## config.mk

```make
export PLATFORM = sky130hd
export DESIGN_NAME = i2s_tx
export DESIGN_NICKNAME = d
export VERILOG_FILES = /design/src/rtl/i2s_tx.sv
export SDC_FILE = /design/constraint.sdc
export NUM_CORES = 1
export LEC_CHECK = 0
export BUFFER_PORTS_ARGS = -buffer_cell sky130_fd_sc_hd__buf_2
export CELL_PAD_IN_SITES_DETAIL_PLACEMENT = 0
export CELL_PAD_IN_SITES_GLOBAL_PLACEMENT = 1
export CORE_MARGIN = 2
export CORE_UTILIZATION = 40
export DETAILED_ROUTE_END_ITERATION = 7
export PLACE_DENSITY = 0.72
export SKIP_CTS_REPAIR_TIMING = 1
export SKIP_LAST_GASP = 1
export SLEW_MARGIN = 20
export SYNTH_ARGS = -nofsm -noshare
export SYNTH_HDL_FRONTEND = slang
export SYNTH_SLANG_ARGS = --single-unit
```

## constraint.sdc

```tcl
create_clock -name clk_i2s -period 3.2 [get_ports clk_i2s]
set_input_delay 0.64 -clock clk_i2s [delete_from_list [all_inputs] [get_ports clk_i2s]]
set_output_delay 0.64 -clock clk_i2s [all_outputs]
set_load 0.02 [all_outputs]
```

## src/rtl/i2s_tx.sv

```systemverilog
// i2s_tx: I2S / left-justified stereo transmitter.
// Ports:
//   clk_i2s, reset              master clock, async active-high reset
//   s_left, s_right             stereo sample pair (two's complement)
//   s_valid, s_ready            sample pair handshake
//   underrun                    pulse when a frame starts with no pair buffered
//   tx_mclk, tx_sclk            master clock copy, bit clock
//   tx_lrclk, tx_data           word clock (0 = left), serial data MSB-first
module i2s_tx #(
   parameter int MCLK_SCLK_RATIO = 4,
   parameter int SLOT_WIDTH      = 32,
   parameter int DATA_WIDTH      = 24,
   parameter bit LEFT_JUSTIFIED  = 1'b0
) (
   input  logic                  clk_i2s,
   input  logic                  reset,
   input  logic [DATA_WIDTH-1:0] s_left,
   input  logic [DATA_WIDTH-1:0] s_right,
   input  logic                  s_valid,
   output logic                  s_ready,
   output logic                  underrun,
   output logic                  tx_mclk,
   output logic                  tx_sclk,
   output logic                  tx_lrclk,
   output logic                  tx_data
);

   localparam int HALF  = MCLK_SCLK_RATIO / 2;
   localparam int DVW   = (HALF > 1) ? $clog2(HALF) : 1;
   localparam int FRAME = 2 * SLOT_WIDTH;
   localparam int PW    = $clog2(FRAME);

   localparam logic [DVW-1:0] DIV_TC   = DVW'(HALF - 1);
   localparam logic [PW-1:0]  POS_LAST = PW'(FRAME - 1);
   localparam logic [PW-1:0]  SLOT_W   = PW'(SLOT_WIDTH);

   localparam logic [DATA_WIDTH-1:0] MSB_MASK =
      {1'b1, {(DATA_WIDTH-1){1'b0}}};

   logic [DVW-1:0]        r_div;
   logic                  r_sclk;
   logic [PW-1:0]         r_pos;
   logic                  r_data;
   logic                  r_lrclk;
   logic                  r_underrun;
   logic                  r_full;
   logic [DATA_WIDTH-1:0] r_hold_l;
   logic [DATA_WIDTH-1:0] r_hold_r;
   logic [DATA_WIDTH-1:0] r_frame_l;
   logic [DATA_WIDTH-1:0] r_frame_r;

   logic                  w_tc;
   logic                  w_fall;
   logic                  w_load;
   logic                  w_accept;
   logic [PW-1:0]         w_pos_nxt;
   logic [PW-1:0]         w_pos_nxt1;
   logic                  w_slot_nxt;
   logic [PW-1:0]         w_k_nxt;
   logic [DATA_WIDTH-1:0] w_src_l;
   logic [DATA_WIDTH-1:0] w_src_r;
   logic [DATA_WIDTH-1:0] w_src;
   logic                  w_data_nxt;
   logic                  w_lrclk_nxt;

   assign w_tc     = (r_div == DIV_TC);
   assign w_fall   = w_tc & r_sclk;
   assign w_load   = w_fall & (r_pos == POS_LAST);
   assign w_accept = s_valid & ~r_full;

   always_comb begin
      w_pos_nxt   = '0;
      w_pos_nxt1  = '0;
      w_slot_nxt  = 1'b0;
      w_k_nxt     = '0;
      w_src_l     = r_frame_l;
      w_src_r     = r_frame_r;
      w_src       = '0;
      w_data_nxt  = 1'b0;
      w_lrclk_nxt = 1'b0;

      w_pos_nxt  = (r_pos == POS_LAST) ? '0 : r_pos + 1'b1;
      w_pos_nxt1 = (w_pos_nxt == POS_LAST) ? '0 : w_pos_nxt + 1'b1;
      w_slot_nxt = (w_pos_nxt >= SLOT_W);
      w_k_nxt    = w_slot_nxt ? w_pos_nxt - SLOT_W : w_pos_nxt;

      // On the load edge the outgoing bit comes from the frame being
      // loaded, not from the registers still holding the old frame.
      if (w_load) begin
         w_src_l = r_full ? r_hold_l : '0;
         w_src_r = r_full ? r_hold_r : '0;
      end
      w_src = w_slot_nxt ? w_src_r : w_src_l;

      // Mask walks right from the MSB; k >= DATA_WIDTH shifts it out,
      // which yields the zero padding at the end of each slot.
      w_data_nxt = |(w_src & (MSB_MASK >> w_k_nxt));

      // I2S: LRCLK switches one bit ahead of the slot's first data bit.
      w_lrclk_nxt = LEFT_JUSTIFIED ? w_slot_nxt : (w_pos_nxt1 >= SLOT_W);
   end

   always_ff @(posedge clk_i2s or posedge reset) begin
      if (reset) begin
         r_div  <= '0;
         r_sclk <= 1'b0;
      end else if (w_tc) begin
         r_div  <= '0;
         r_sclk <= ~r_sclk;
      end else begin
         r_div <= r_div + 1'b1;
      end
   end

   always_ff @(posedge clk_i2s or posedge reset) begin
      if (reset) begin
         r_pos      <= POS_LAST;
         r_data     <= 1'b0;
         r_lrclk    <= LEFT_JUSTIFIED;
         r_underrun <= 1'b0;
      end else begin
         r_underrun <= w_load & ~r_full;
         if (w_fall) begin
            r_pos   <= w_pos_nxt;
            r_data  <= w_data_nxt;
            r_lrclk <= w_lrclk_nxt;
         end
      end
   end

   always_ff @(posedge clk_i2s or posedge reset) begin
      if (reset) begin
         r_full    <= 1'b0;
         r_hold_l  <= '0;
         r_hold_r  <= '0;
         r_frame_l <= '0;
         r_frame_r <= '0;
      end else begin
         if (w_load) begin
            r_frame_l <= w_src_l;
            r_frame_r <= w_src_r;
         end
         if (w_accept) begin
            r_hold_l <= s_left;
            r_hold_r <= s_right;
         end
         // A pair accepted on an underrun load edge stays buffered.
         if (w_load && r_full) begin
            r_full <= 1'b0;
         end else if (w_accept) begin
            r_full <= 1'b1;
         end
      end
   end

   assign s_ready  = ~r_full;
   assign underrun = r_underrun;
   assign tx_mclk  = clk_i2s;
   assign tx_sclk  = r_sclk;
   assign tx_lrclk = r_lrclk;
   assign tx_data  = r_data;

endmodule

```

---- After elaboration in Yosys (flattened, before gate mapping) ----
Cells that the tools add are included.
storage, ports and cells
  bits of input ports ..................... 51
  flip-flop bits (word level) ............. 108
  output and inout bits ................... 6
  word-level logic and storage cells ...... 41
operators by class
  reduce and logical (&&, ||, !) cells .... 3
  shift operators ......................... 1
  multiplexer cells ....................... 11
  bitwise gates (word level) .............. 7
  add/subtract/negate cells ............... 4
  equality and inequality tests ........... 2
  order comparisons ....................... 2
operators with widths
  kind                                                                 count
  24-bit two-way mux                                                   5
  24-bit bitwise AND                                                   1
  24-bit OR reduction                                                  1
  24-bit by 6-bit >> shifter with 24-bit output, first input constant  1
  6-bit two-way mux                                                    3
  6-bit by 1-bit adder with 6-bit output, second input constant        2
  6-bit == test, second input constant                                 2
  6-bit >= comparator, second input constant                           2
  6-bit subtractor, second input constant                              1
  1-bit bitwise AND                                                    4
  1-bit two-way mux                                                    3
  1-bit NOT                                                            2
  2-bit nonzero test                                                   1
  1-bit adder, second input constant                                   1
  1-bit logical AND                                                    1

---- Depth between registers and ports, before layout ----
  depth in word-level cells ............... 7
  depth in mapped cells ................... 11
  mapped depth without buffers ............ 9

==> flow_metrics.py <==
metrics = {
    "setup_path": {
        "r2r_end": "tx_data",
        "r2r_cells": 9,
        "rr_startpoint": "r_pos[0]",
        "path_class": "reg2reg",
        "cp.arrival_ns": 3.30,
        "worst_setup_path_start_kind": "flop",
        "path_max_fanout": 12,
        "crit_path_end": "tx_data",
        "worstSetupEndpointType": "flop",
        "cp.required_ns": 3.54,
        "cp-startpoint": "r_pos[0]",
        "r2r_setup_slack_ns": 0.24,
    },
    "clock_tree": {
        "insertion_delay_ns": 0.47,
        "clkTransAtPathRegs_ns": 0.07,
        "cts_tree": "built",
    },
    "timing": {
        "rsz0062_at_grt": "no",
        "slew_headroom_pct": 29.49,
        "drv_slew": 0,
        "clock_skew_ns": 0.01035,
        "fmax_mhz": 337.3,
        "tightest_slew_ns": 1.050,
        "period_share_pct": 92.64,
        "finalSetupViolCount": 0,
        "fin_crit_ns": 2.965,
        "hold_violations": 0,
        "tns_ns": 0,
    },
    "final_layout": {
        "drive_gt1_share_pct": 30.09,
        "finalNetCount": 588,
        "final_common_cell": "dfrtp_1",
        "final_core_util_pct": 47.83,
        "final_cell_mix": "dfrtp_1 (102), nand2_1 (77), o21ai_0 (67)",
        "diodes": 0,
        "area_growth_pct": 17.09,
        "final_cells": 707,
        "stdcell_area_mm2": 0.006036,
    },
    "power": {
        "p_int_mw": 2.609,
        "p_sw_uw": 848.0,
        "p_leak_nw": 2.731,
        "peakVddDrop_v": 0.0003502,
        "p_seq_share_pct": 50.1,
        "p_per_area_mw_per_mm2": 572.7,
        "netSwitchingFraction_pct": 24.53,
        "clockPowerShare_pct": 37.4,
        "p_comb_share_pct": 12.4,
        "finalPower_mw": 3.457,
    },
    "floorplanning": {
        "rows": 41,
        "fp.dieW_um": 117.5,
        "core_region_area_mm2": 0.01262,
        "die_y_um": 117.5,
        "start_util_pct": 40.85,
        "pin_count": 57,
        "design.die.area_mm2": 0.01381,
    },
    "detailed_routing": {
        "ant_nets": 0,
        "drt_wl_total_um": 11850,
        "drc": 0,
        "wl_per_cell_um": 16.76,
        "first_pass_iters": 6,
        "via_per_inst": 5.409,
        "vias": 3824,
        "drt_iter0_drc": 238,
    },
    "job": {
        "maxCapViolCount": 0,
    },
    "synthesis": {
        "ys_types": 61,
        "syn-num-nets": 535,
        "async_reset_ff_share_pct": 100.0,
        "yosysWarnings": 0,
        "ys_seq_area_share_pct": 52.57,
        "synthCells": 477,
        "synth_seq_cells": 108,
        "synth-edff-count": 0,
        "syn_area_mm2": 0.005155,
        "synth_flop_cell": "dfrtp_1",
        "synth_area_per_cell_um2": 10.81,
    },
    "placed_design": {
        "hpwl_um": 8328,
        "placedCellCount": 688,
        "dpl_cell_area_mm2": 0.005675,
        "io_buffers": 56,
        "place.gp.congestion": 0.8591,
    },
    "global_route": {
        "overflow": 0,
        "top_usage_layer": "met2",
        "grt_max_degree": 49,
        "use_met1_pct": 25.51,
        "grt_usage_pct": 18.47,
        "first_global_vias": 3823,
        "antenna_found_initial": 0,
        "grt_use_met2_pct": 27.96,
        "grt_pass1_wl_um": 19900,
        "use_met3_pct": 3.198,
    },
    "min_path": {
        "min_path_type": "in2async",
    },
    "status": {
        "status": "completed",
    },
}
## synth_stat cells (3+ instances only)
cell	number	area (um^2)
dfrtp_1	102	2552
nand2_1	77	289.0
o21ai_0	67	335.3
mux2_2	48	540.5
clkbuf_1	19	71.32
nand4_1	13	81.33
inv_1	12	45.04
nand3_1	11	55.05
o211ai_1	8	60.06
ha_1	7	87.58
a21boi_0	6	45.04
a21oi_1	6	30.03
dfstp_2	6	157.7
o221ai_1	6	52.55
a211oi_1	5	37.54
buf_2	5	25.02
buf_4	5	37.54
mux2i_1	5	50.05
nor2_1	5	18.77
mux4_2	4	90.09
a2111oi_0	3	26.28
and2_1	3	18.77
buf_1	3	11.26
o22ai_1	3	18.77
o31ai_1	3	22.52
## power by group through the flow
| stage | clock network [mW] | logic (mW) | registers, mW |
|---|---|---|---|
| finish | 1.29 | 0.429 | 1.73 |
| global route | 1.39 | 0.487 | 1.77 |
| CTS | 1.33 | 0.441 | 1.74 |
| detailed placement | 0.0292 | 0.440 | 1.76 |
| global placement | 0.0292 | 0.428 | 1.75 |
| floorplan | 0.0365 | 0.328 | 1.70 |
## worst min path at each step
| stage | slack (ns) | to | start | cells past startpoint |
|---|---|---|---|---|
| after floorplan | 0.43 | r_frame_r[10] | r_frame_r[10] | 2 |
| after global placement | 0.46 | r_frame_l[10] | r_frame_l[10] | 2 |
| after detailed placement | 0.46 | r_frame_r[18] | r_frame_r[18] | 2 |
| after CTS | 0.37 | r_hold_l[23] | s_left[23] | 3 |
| after global routing | 0.40 | r_hold_r[22] | s_right[22] | 3 |
| final | 0.36 | r_hold_r[15] | reset | 2 |
## metrics by stage
stage               hold slack, ns  setup WS (ns)
global route                0.3982        0.01927
detailed placement          0.4598         0.3183
floorplan                   0.4334         0.7106
finish                      0.3610         0.2355
CTS                         0.3728         0.3104
global placement            0.4560         0.3530
## sequential cells by signal, indices dropped and copies added, names as in the netlist
signal     flops
r_div          1
r_frame_l     24
r_frame_r     24
r_full         1
r_hold_l      24
r_hold_r      24
r_pos          6
tx_data        1
tx_lrclk       1
tx_sclk        1
underrun       1
## layout make-up
cell class	instances	area, um^2
tap	172	215.2
sequential	108	2710
clock buffer	15	312.8
inverter	13	52.55
multi-input combinational	323	2247
fill	1209	6584
clock inverter	5	52.55
timing repair buffer	71	445.4
## cells by family (layout without fill, tap and decap cells)
logic type / after synthesis / in the layout / synth area share (%)
and+or+nand+nor: 129 / 129 / 12.35
AOI/OAI and AO/OA: 125 / 125 / 14.98
DFF: 108 / 108 / 52.57
muxes: 57 / 57 / 13.20
buffers and inverters: 46 / 104 / 3.980
adders and majority gates: 7 / 7 / 1.699
xor gates and xnor gates: 5 / 5 / 1.214
## worst max-delay path: stages (launching register included)
cell      delay (ns)
dfstp_2         0.65
ha_1            0.20
buf_4           0.17
nand3_1         0.14
xnor2_1         0.85
o21ai_0         0.27
a311oi_1        0.26
a211oi_1        0.08
nand3_1         0.11
o221ai_1        0.11
## layer usage
layer	vias to the layer above	wire, um
met5	-	0
met4	0	254
met3	12	462
met2	86	5470
met1	1900	5665
li1	1826	-
Note: power is estimated with default switching activity, not from simulation.
